===== config.mk =====
export PLATFORM = sky130hd
export DESIGN_NAME = flash_arbiter
export DESIGN_NICKNAME = d
export VERILOG_FILES = /design/src/rtl/flash_defs.sv /design/src/rtl/flash_rr_arb.sv /design/src/rtl/flash_arbiter.sv
export SDC_FILE = /design/constraint.sdc
export NUM_CORES = 1
export LEC_CHECK = 0
export CAP_MARGIN = 20
export CORE_UTILIZATION = 45
export DETAILED_ROUTE_END_ITERATION = 10
export MAX_ROUTING_LAYER = met4
export PLACE_DENSITY = 0.76
export SYNTH_ARGS = -nofsm -noshare
export SYNTH_HDL_FRONTEND = slang
export SYNTH_HIERARCHICAL = 1
export SYNTH_SLANG_ARGS = --single-unit
export TNS_END_PERCENT = 5

===== constraint.sdc =====
create_clock -name CLK_50MHZ -period 2.65 [get_ports CLK_50MHZ]
set_input_delay 0.795 -clock CLK_50MHZ [delete_from_list [all_inputs] [get_ports CLK_50MHZ]]
set_output_delay 0.795 -clock CLK_50MHZ [all_outputs]
set_load 0.02 [all_outputs]

===== src/rtl/flash_defs.sv =====
// Shared flash command codes, status register bit positions and arbiter state encoding.
package flash_defs;

  localparam logic [7:0] CMD_PROGRAM    = 8'h40;
  localparam logic [7:0] CMD_CLR_SR     = 8'h50;
  localparam logic [7:0] CMD_READ_ARRAY = 8'hFF;

  localparam int SR_READY    = 7;
  localparam int SR_PROG_ERR = 4;
  localparam int SR_VPP_ERR  = 3;
  localparam int SR_LOCK_ERR = 1;

  typedef enum logic [2:0] {
    S_IDLE,
    S_READ,
    S_CMD,
    S_DATA,
    S_POLL,
    S_CLRSR,
    S_RESTORE,
    S_ACK
  } state_t;

  function automatic logic status_error(input logic [7:0] sr);
    return sr[SR_PROG_ERR] | sr[SR_VPP_ERR] | sr[SR_LOCK_ERR];
  endfunction

endpackage


===== src/rtl/flash_rr_arb.sv =====
// Two-way round-robin picker: a lone requester wins, a tie goes to the pointed-to port.
module flash_rr_arb (
  input  logic req0,
  input  logic req1,
  input  logic pointer,
  output logic grant_id,
  output logic grant_valid
);

  assign grant_valid = req0 | req1;
  assign grant_id    = (req0 && req1) ? pointer : req1;

endmodule


===== src/rtl/flash_arbiter.sv =====
// Two-port flash arbiter: grants one port at a time and sequences its read or
// program operation (command, data, status poll, error clear, read-array restore).
module flash_arbiter
  import flash_defs::*;
#(
  parameter logic [15:0] POLL_MAX = 16'd50000
) (
  input  logic       CLK_50MHZ,
  input  logic       RST,
  input  logic       req0,
  input  logic       req1,
  input  logic       rw0,
  input  logic       rw1,
  input  logic [7:0] addr0,
  input  logic [7:0] addr1,
  input  logic [7:0] wdata0,
  input  logic [7:0] wdata1,
  output logic       ack0,
  output logic       ack1,
  output logic [7:0] rdata,
  output logic       fail,
  output logic [7:0] addr,
  output logic [7:0] data_w,
  output logic       direction_rw,
  output logic       fb_action,
  input  logic       fb_done,
  input  logic [7:0] data_r
);

  state_t      state;
  logic        rr_ptr;
  logic        port;
  logic        issued;
  logic [7:0]  op_wdata;
  logic [15:0] poll_cnt;
  logic        grant_id;
  logic        grant_valid;
  logic        sel_rw;
  logic [7:0]  sel_addr;
  logic [7:0]  sel_wdata;

  flash_rr_arb u_rr (
    .req0       (req0),
    .req1       (req1),
    .pointer    (rr_ptr),
    .grant_id   (grant_id),
    .grant_valid(grant_valid)
  );

  assign sel_rw    = grant_id ? rw1    : rw0;
  assign sel_addr  = grant_id ? addr1  : addr0;
  assign sel_wdata = grant_id ? wdata1 : wdata0;

  // Bus fields are loaded on entry to a bus state; the strobe follows one cycle later.
  always_ff @(posedge CLK_50MHZ or posedge RST) begin
    if (RST) begin
      state        <= S_IDLE;
      rr_ptr       <= 1'b0;
      port         <= 1'b0;
      issued       <= 1'b0;
      op_wdata     <= 8'h00;
      poll_cnt     <= 16'd0;
      ack0         <= 1'b0;
      ack1         <= 1'b0;
      rdata        <= 8'h00;
      fail         <= 1'b0;
      addr         <= 8'h00;
      data_w       <= 8'h00;
      direction_rw <= 1'b0;
      fb_action    <= 1'b0;
    end else begin
      fb_action <= 1'b0;
      ack0      <= 1'b0;
      ack1      <= 1'b0;
      case (state)
        S_IDLE: begin
          if (grant_valid) begin
            port     <= grant_id;
            rr_ptr   <= ~grant_id;
            addr     <= sel_addr;
            op_wdata <= sel_wdata;
            fail     <= 1'b0;
            poll_cnt <= 16'd0;
            issued   <= 1'b0;
            if (sel_rw) begin
              direction_rw <= 1'b1;
              data_w       <= CMD_PROGRAM;
              state        <= S_CMD;
            end else begin
              direction_rw <= 1'b0;
              state        <= S_READ;
            end
          end
        end
        S_ACK: state <= S_IDLE;
        default: begin
          if (!issued) begin
            fb_action <= 1'b1;
            issued    <= 1'b1;
          end else if (fb_done) begin
            issued <= 1'b0;
            case (state)
              S_READ: begin
                rdata <= data_r;
                fail  <= 1'b0;
                ack0  <= ~port;
                ack1  <= port;
                state <= S_ACK;
              end
              S_CMD: begin
                data_w <= op_wdata;
                state  <= S_DATA;
              end
              S_DATA: begin
                direction_rw <= 1'b0;
                state        <= S_POLL;
              end
              S_POLL: begin
                if (!data_r[SR_READY]) begin
                  poll_cnt <= poll_cnt + 16'd1;
                  if (poll_cnt + 16'd1 == POLL_MAX) begin
                    fail         <= 1'b1;
                    direction_rw <= 1'b1;
                    data_w       <= CMD_CLR_SR;
                    state        <= S_CLRSR;
                  end
                end else if (status_error(data_r)) begin
                  fail         <= 1'b1;
                  direction_rw <= 1'b1;
                  data_w       <= CMD_CLR_SR;
                  state        <= S_CLRSR;
                end else begin
                  direction_rw <= 1'b1;
                  data_w       <= CMD_READ_ARRAY;
                  state        <= S_RESTORE;
                end
              end
              S_CLRSR: begin
                data_w <= CMD_READ_ARRAY;
                state  <= S_RESTORE;
              end
              S_RESTORE: begin
                ack0  <= ~port;
                ack1  <= port;
                state <= S_ACK;
              end
              default: state <= S_IDLE;
            endcase
          end
        end
      endcase
    end
  end

endmodule


* Yosys cells after proc, flatten, opt, wreduce, memory -nomap -nowiden
Cells that the tools add are included.
** Word-level totals
- Logic and storage cells :: 112
- Output and inout bits :: 29
- Register bits :: 59
** Cells by class
- Add/subtract/negate cells :: 1
- Equality and inequality tests :: 14
- Multiplexer cells :: 56
- Reduce and logical (&&, ||, !) cells :: 20
- Bitwise logic cells :: 7
** Operators by type and width (number)
- 16-bit two-way mux :: 5
- 8-bit two-way mux :: 9
- 16-bit case mux with 2 select lines :: 1
- 1-bit two-way mux :: 25
- 8-bit case mux with 3 select lines :: 1
- 16-bit by 1-bit adder with 16-bit output, second input constant :: 1
- 16-bit equality test, second input constant :: 1
- 8-bit case mux with 2 select lines :: 1
- 3-bit two-way mux :: 5
- 3-bit case mux with 5 select lines :: 1
- 7-bit AND reduction :: 2
- 3-bit equality test, second input constant :: 4
- 6-bit AND reduction :: 2
- 3-bit nonzero test :: 4
- 1-bit case mux with 2 select lines :: 5
- 4-bit by 3-bit inequality test with 1-bit output, second input constant :: 2
- 4-bit AND reduction :: 2
- 3-bit by 2-bit equality test with 1-bit output, second input constant :: 2
- 3-bit case mux with 2 select lines :: 1
- 2-bit nonzero test :: 3
- 5-bit by 3-bit inequality test with 1-bit output, second input constant :: 1
- 2-bit two-way mux :: 2
- 2-bit inequality test, second input constant :: 2
- 1-bit NOT :: 4
- 8 further kinds :: 12

* Depth between registers and ports, before layout
Gate-level depths: netlist of the first run.
- Word-level depth :: 8
- Mapped depth :: 9
- Mapped depth without buffers :: 8

* Hierarchy
The synthesis of the first run kept the hierarchy.
** By module, submodules not included
- flash_arbiter :: cells an instance 367, times used 1, area an instance 3255.6 um2, seq. area each 1476.4 um2
- flash_rr_arb :: cells an instance 3, times used 1, area an instance 17.5 um2, seq. area each 0.0 um2

* Worst setup path after synthesis of the first run
OpenSTA, ideal clock, no wires.
- Path type :: reg-to-reg
- Start :: reg poll_cnt[3]
- End :: reg direction_rw
- Arrival time :: 2.445 ns
- Cell stages (with the launch flop) :: 8
- Required time :: 2.568 ns
- Path buffers :: 1
- Period minus slack after synthesis :: 2.527 ns
- Slack :: 0.123 ns
- Path through :: dfrtp_1 -> buf_6 -> nand4_1 -> nor4_2 -> mux2_2 -> or4_1 -> or3_1 -> a31oi_1
** On the way
- Longest elaborated chain between the ends :: 4
** RTL lines
- from (decl) :: line flash_arbiter.sv:35 : logic [15:0] poll_cnt;
- from (signal assigned) :: line flash_arbiter.sv:120 : poll_cnt <= poll_cnt + 16'd1;
- 16-bit by 1-bit adder with 16-bit output :: line flash_arbiter.sv:121 : if (poll_cnt + 16'd1 == POLL_MAX) begin
- 16-bit equality test :: line flash_arbiter.sv:121
- 4-bit by 3-bit inequality test with 1-bit output (no source line)
- 6-bit AND reduction (no source line)
- to (signal assigned) :: line flash_arbiter.sv:123 : direction_rw <= 1'b1;
- to (signal assigned) :: line flash_arbiter.sv:129 : direction_rw <= 1'b1;
- to (signal assigned) :: line flash_arbiter.sv:133 : direction_rw <= 1'b1;
- to (decl) :: line flash_arbiter.sv:24 : output logic direction_rw,
No other way between the ends.
A chain may end at the register's enable or synchronous reset.

* Worst setup path in the final report of the first run
- Start :: reg poll_cnt[0]
- End :: reg direction_rw
The elaborated chain is that of the path after synthesis.

==> impl_results.rst, run 1 <==
.. list-table::
   :header-rows: 1

   * - Metric
     - Value
   * - Number of buffers created by CTS
     - 9
   * - Largest net degree at the start of global routing
     - 60
   * - Number of antenna violations at the first check in global routing
     - 0
   * - I/O pin total
     - 76
   * - Via count
     - 3045
   * - Post-Route Setup TNS
     - 0 ns
   * - Commonest register cell after synthesis
     - dfrtp_1
   * - Class of the most critical setup path
     - reg2reg
   * - Run status
     - complete, no violations
   * - Highest cell delay on the worst timing path
     - 0.56 ns
   * - Fraction of synthesized cell area in xor and xnor cells
     - 1.61%
   * - Startpoint of the worst-slack reg-to-reg timing path
     - poll_cnt[0]$_DFFE_PP0P_
   * - Final GP Congestion
     - 0.891
   * - Post-CTS Hold Fix Bufs
     - 0
   * - Nets@finish
     - 510
   * - Count of endpoints failing hold in the final timing report
     - 0
   * - Clock transition at path regs
     - 0.06 ns
   * - Die Height
     - 87.3 µm
   * - Number of filler cells placed in the layout
     - 591
   * - Clk sink count
     - 59
   * - Starting utilization of the core area
     - 47.4%
   * - Layout cells sized above 1
     - 14.6%
   * - Req. time, crit path
     - 2.91 ns
   * - Final hold slack
     - 0.442 ns
   * - Detail-routed net length per standard cell
     - 13.8 µm
   * - Post-synthesis share of cell area spent on and, or, nand and nor gates
     - 20.8%
   * - H-Tree Level Count
     - 3
   * - Post-synthesis register bit count
     - 59
   * - Highest net fanout along the worst path
     - 10
   * - Portion of the clock cycle consumed by the worst path in the final layout
     - 95.9%
   * - Max-cap viol count
     - 0
   * - Number of pins with negative max-slew slack in the final report
     - 0
   * - Number of global-route vias before repair
     - 2901
   * - Most common library cell in the layout ignoring fill and taps
     - clkdlybuf4s50_1
   * - RSZ-0062 raised after global routing
     - false
   * - VDD IR-drop max
     - 0.535 mV
   * - Path class of the lowest-slack min-delay path
     - reg2reg
   * - Cell with the biggest individual delay on the critical path
     - or4_1
   * - Most used cells in the layout excluding fill and tap cells
     - clkdlybuf4s50_1 (75), nand2_1 (63), dfrtp_1 (59)
   * - Kind of capture point of the worst setup path
     - flip-flop
   * - Instance count of the mapped netlist
     - 370
   * - Clk Latency, worst-skew pair
     - 0.34 ns
   * - Area fraction in compound gates after synthesis
     - 18.3%
   * - Kind of start point of the critical path
     - flip-flop
   * - Antenna viol nets, final
     - 0
   * - Violation count after the first detailed-routing iteration
     - 190
   * - Sequential-to-total area share from yosys stat
     - 45.1%
   * - Slew of the pin with the lowest slew margin
     - 0.589 ns
   * - Static Leak
     - 1.90 nW
   * - Number of placed instances with taps included
     - 546
   * - Total DRC errors in the routed layout
     - 0
   * - Relative max-transition margin
     - 60.7%
   * - Area share of fa/ha/maj cells after synthesis
     - 0.765%
   * - Number of warnings issued by yosys
     - 6
   * - Worst endpoint data arrival time
     - 2.81 ns
   * - Residual overflow from global routing
     - 0
   * - Synthesis-to-layout area growth
     - 36.9%
   * - Cell-by-cell trace of the critical path
     - ha_2, and3_1, a22oi_1, o22a_1, or4_1, or3_1, a31oi_1
   * - # port buffers
     - 75
   * - Total wire length
     - 7760 µm
   * - Buffers from clock root to sink, at most
     - 2
   * - Dominant combinational cell family by area after synthesis
     - simple AND/OR/NAND/NOR gates
   * - Top delay family on crit path
     - simple AND/OR/NAND/NOR gates
   * - Number of distinct library cell variants in the gate-level netlist after synthesis
     - 52
   * - Worst Hold Launch
     - port$_DFFE_PP0P_
   * - Maximum clock skew at final layout
     - 0.00396 ns
   * - Placed standard-cell area
     - 4270 µm²
   * - Overall routing resource usage
     - 23.3%
   * - Total iterations of the first detailed-routing run
     - 5
   * - Diodes inserted
     - 0
   * - Number of setup violations in the final report
     - 0
   * - Launch point of the critical path
     - poll_cnt[0]$_DFFE_PP0P_
   * - Clock root buffer
     - clkbuf_8
   * - Summed area of non-filler cells in the final layout
     - 4480 µm²
   * - Total core area
     - 6910 µm²
   * - Fraction of synthesis flops using an asynchronous set or reset pin
     - 100%
   * - Via density
     - 5.43
   * - Standard-cell rows
     - 30
   * - Half-perimeter wire length after placement
     - 5670 µm
   * - First-pass GRT wire length
     - 13300 µm
   * - Final min period
     - 2.54 ns
   * - Achievable frequency
     - 393 MHz
   * - Fraction of synthesized area in multiplexers
     - 9.37%
   * - Die width
     - 87.3 µm
   * - Number of flops mapped to enable cells by yosys
     - 0
   * - Post-CTS setup repair buffer count
     - 0
   * - Tot Pwr
     - 4.10 mW
   * - Die outline area
     - 7620 µm²
   * - Synthesized net count
     - 419
   * - Final non-filler cell total
     - 561
   * - PD cells
     - 915 nW/µm²
   * - Average cell area after synthesis
     - 8.85 µm²
   * - Clock tree from TritonCTS
     - built
   * - Buffering stage count on the worst path with inverters included
     - 0
   * - Cell area after synthesis
     - 3270 µm²
[through the flow]
step	utilization [%]	worst slack, ns
2_1_floorplan	-	0.123
3_3_place_gp	61.9	-0.297
3_5_place_dp	61.9	-0.397
4_1_cts	64.6	0.0271
5_1_grt	64.9	0.0122
6_report	64.9	0.108
[where the power goes]
part           internal, mW  switching (mW)
clock network         0.408           0.338
registers              1.22           0.293
logic                 0.886           0.956
total                  2.51            1.59
[kinds of logic (layout without fill, tap and decap cells)]
kind of cell               after synthesis  count (layout)
AOI/OAI and AO/OA                       98              98
buffers and inverters                   30             125
and+or+nand+nor                        146             146
DFF                                     59              59
muxes                                   29              29
xor gates and xnor gates                 6               6
adders and majority gates                2               2
[per-layer routing]
layer | up-vias | global-route usage, % | share of wire [%]
li1 | 1501 | - | -
met1 | 1420 | 29.4 | 45
met2 | 110 | 36.4 | 48
met3 | 14 | 7.01 | 6.1
met4 | 0 | 6.26 | 1.4
met5 | - | - | 0
[timing repair]
item                       in CTS  in global routing
resized for setup               1                  4
pin swaps                       0                  0
setup endpoints to repair       3                 11
[synth_stat cells (6+ instances only)]
library cell  count  share of area [%]
o211ai_1          8                1.8
clkbuf_1         17                1.9
a21oi_1          11                1.7
dfrtp_1          59                 45
and3_1            6                1.1
o2111ai_1         6                1.6
nor2_1           28                3.2
nand3_1          12                1.8
o21ai_0          49                7.5
mux2i_1          16                4.9
nor3_1            9                1.4
mux2_2           13                4.5
nand2_1          63                7.2
[area by class of cell]
type	instances	area, µm²	area share [%]
multi-input combinational	281	1700	37.9
sequential	59	1480	32.9
timing repair buffer	105	988	22.1
inverter	5	18.8	0.419
clock buffer	13	169	3.77
clock inverter	2	10.0	0.223
tap	96	120	2.68
[worst paths after layout]
path	to	slack [ns]	depth (start not counted)
setup / recovery	direction_rw$_DFFE_PP0P_	0.11	7
hold / removal	ack0$_DFF_PP0_	0.44	1
setup reg to reg	direction_rw$_DFFE_PP0P_	0.11	7
hold reg to reg	ack0$_DFF_PP0_	0.44	1
max in group asynchronous	data_w[4]$_DFFE_PP0P_	1.56	3
min in group asynchronous	data_w[0]$_DFFE_PP0P_	0.83	3
[sequential cells by signal (all words and copies together), names as in the netlist]
register,cells
rr_ptr,1
ack1,1
direction_rw,1
data_w,8
rdata,8
fb_action,1
poll_cnt,16
ack0,1
issued,1
state,3
port,1
fail,1
op_wdata,8
addr,8
No activity file was read; power rests on OpenSTA's default activity.
==> inputs of run 2 (changes only) <==
PLACE_DENSITY = unset   (was 0.76)
PLACE_DENSITY_LB_ADDON = 0.12   (was unset)
TNS_END_PERCENT = 10   (was 5)
==> run 2 against run 1 <==
- cell area rose by 0.17%
- non-clock buffer count rose by 5
- total power fell by 0.19%
- wire length rose by 0.22%
- register-to-register slack improved by 0.05 ns
- die area did not move
- sequential share of layout area fell by 0.055 points
- first-iteration DRC count fell by 15%
- cell count rose by 1.1%
- combinational power rose by 2%
- sequential power barely moved
- clock-buffer cell count fell by 2
- critical path type unchanged
==> impl_results.rst, run 2 (synthesis results as in run 1) <==
.. list-table::
   :header-rows: 1

   * - Metric
     - Value
   * - Relative max-transition margin
     - 58.6%
   * - Clk sink count
     - 59
   * - Buffering stage count on the worst path with inverters included
     - 0
   * - Placed standard-cell area
     - 4310 µm²
   * - RSZ-0062 raised after global routing
     - false
   * - Total core area
     - 6910 µm²
   * - Die width
     - 87.3 µm
   * - Tot Pwr
     - 4.09 mW
   * - Count of endpoints failing hold in the final timing report
     - 0
   * - Final GP Congestion
     - 0.867
   * - Standard-cell rows
     - 30
   * - Post-CTS setup repair buffer count
     - 0
   * - Worst Hold Launch
     - port$_DFFE_PP0P_
   * - Number of global-route vias before repair
     - 2924
   * - Synthesis-to-layout area growth
     - 37.2%
   * - Number of buffers created by CTS
     - 9
   * - Nets@finish
     - 515
   * - Residual overflow from global routing
     - 0
   * - PD cells
     - 911 nW/µm²
   * - Total DRC errors in the routed layout
     - 0
   * - Cell with the biggest individual delay on the critical path
     - or4_1
   * - Overall routing resource usage
     - 23.0%
   * - Max-cap viol count
     - 0
   * - Top delay family on crit path
     - simple AND/OR/NAND/NOR gates
   * - Most common library cell in the layout ignoring fill and taps
     - clkdlybuf4s50_1
   * - Violation count after the first detailed-routing iteration
     - 162
   * - Met3 routing resource usage after global routing
     - 5.02%
   * - Clock root buffer
     - clkbuf_8
   * - Antenna viol nets, final
     - 0
   * - Kind of capture point of the worst setup path
     - flip-flop
   * - Highest net fanout along the worst path
     - 6
   * - Number of antenna violations at the first check in global routing
     - 0
   * - Half-perimeter wire length after placement
     - 5640 µm
   * - Most used cells in the layout excluding fill and tap cells
     - clkdlybuf4s50_1 (75), nand2_1 (63), dfrtp_1 (59)
   * - Achievable frequency
     - 401 MHz
   * - Slew of the pin with the lowest slew margin
     - 0.620 ns
   * - Kind of start point of the critical path
     - flip-flop
   * - Number of filler cells placed in the layout
     - 596
   * - Die outline area
     - 7620 µm²
   * - Buffers from clock root to sink, at most
     - 2
   * - VDD IR-drop max
     - 0.399 mV
   * - I/O pin total
     - 76
   * - Met1 demand-to-capacity share in global routing
     - 28.7%
   * - Layer carrying the most global-route usage
     - met2
   * - Layout cells sized above 1
     - 15.1%
   * - Number of flip-flops in the largest register
     - 16
   * - End of the worst hold path
     - ack0$_DFF_PP0_
   * - Maximum clock skew at final layout
     - 0.00627 ns
   * - Reg2reg end
     - direction_rw$_DFFE_PP0P_
   * - Final Util
     - 65.0%
   * - Run status
     - complete, no violations
   * - Highest cell delay on the worst timing path
     - 0.52 ns
   * - Detail-routed net length per standard cell
     - 13.7 µm
   * - Class of the most critical setup path
     - reg2reg
   * - Path class of the lowest-slack min-delay path
     - reg2reg
   * - Register-to-register setup slack
     - 0.16 ns
   * - Startpoint of the worst-slack reg-to-reg timing path
     - poll_cnt[5]$_DFFE_PP0P_
   * - Via density
     - 5.37
   * - Req. time, crit path
     - 2.92 ns
   * - Static Leak
     - 1.90 nW
   * - Register with the highest flop count
     - poll_cnt
   * - Summed area of non-filler cells in the final layout
     - 4490 µm²
   * - # port buffers
     - 75
   * - Cell-by-cell trace of the critical path
     - nand4_1, nor4_2, mux2_2, or4_1, or3_1, a31oi_1
   * - Largest net degree at the start of global routing
     - 60
   * - Number of setup violations in the final report
     - 0
   * - Total wire length
     - 7780 µm
   * - Starting utilization of the core area
     - 47.4%
   * - Clock tree from TritonCTS
     - built
   * - H-Tree Level Count
     - 3
   * - Clock transition at path regs
     - 0.07 ns
   * - Depth of the worst register-to-register path
     - 6
   * - Met2 layer usage reported by global route
     - 35.3%
   * - Final min period
     - 2.49 ns
   * - Die Height
     - 87.3 µm
   * - Total iterations of the first detailed-routing run
     - 4
   * - Clk Latency, worst-skew pair
     - 0.34 ns
   * - Worst endpoint data arrival time
     - 2.76 ns
   * - Number of pins with negative max-slew slack in the final report
     - 0
   * - Via count
     - 3043
   * - First-pass GRT wire length
     - 13200 µm
   * - Diodes inserted
     - 0
   * - Portion of the clock cycle consumed by the worst path in the final layout
     - 94.0%
   * - Number of cells traversed by the worst hold path
     - 1
## run 2: worst max path at each step
stage	from	cells past startpoint	endpoint	slack, ns
after floorplan	poll_cnt[3]$_DFFE_PP0P_	7	direction_rw$_DFFE_PP0P_	0.12
after global placement	req1	8	data_w[4]$_DFFE_PP0P_	-0.30
after detailed placement	req1	7	data_w[7]$_DFFE_PP0P_	-0.35
after CTS	req1	8	data_w[4]$_DFFE_PP0P_	0.008
after global routing	poll_cnt[5]$_DFFE_PP0P_	6	direction_rw$_DFFE_PP0P_	0.0006
final	poll_cnt[5]$_DFFE_PP0P_	6	direction_rw$_DFFE_PP0P_	0.16
## run 2: area by class of cell
| type | instances | area, µm² | area share (%) |
|---|---|---|---|
| repair buffers | 110 | 1030 | 22.9 |
| flip-flops and latches | 59 | 1480 | 32.9 |
| inverters | 5 | 18.8 | 0.418 |
| multi-input cells | 281 | 1680 | 37.4 |
| clock buffers | 11 | 141 | 3.15 |
| well taps | 96 | 120 | 2.68 |
| clock inverters | 5 | 28.8 | 0.641 |
## run 2: worst reg2reg max path: stages, from the launching register on
cell and delay (ns):
dfrtp_1 0.43, nand4_1 0.18, nor4_2 0.36, mux2_2 0.38, or4_1 0.52, or3_1 0.39
a31oi_1 0.16
## run 2: through the flow
step	TNS (ns)	std cells	hold slack [ns]	worst slack, ns
2_1_floorplan	0	370	0.414	0.123
3_3_place_gp	-2.22	551	0.431	-0.299
3_5_place_dp	-2.58	551	0.433	-0.350
4_1_cts	0	567	0.442	0.00775
5_1_grt	0	567	0.486	0.000572
6_report	0	567	0.448	0.159
## run 2: routing by layer
layer  vias to the layer above  part of all wire [%]  wire [µm]
met1                      1422                    44       3450
met4                         0                   2.1        162
li1                       1515                     -          -
met3                        16                   5.5        429
met2                        90                    48       3740
met5                         -                     0          0
## run 2: power breakdown
part | internal (mW) | switching, mW | total [mW]
clock network | 0.360 | 0.356 | 0.716
logic | 0.909 | 0.971 | 1.88
registers | 1.22 | 0.278 | 1.50
## run 2: timing repair
action | CTS | global route
hold buffers | 0 | 0
hold endpoints to repair | 0 | 0
endpoints found under the setup margin | 0 | 8
resized for setup | 0 | 1
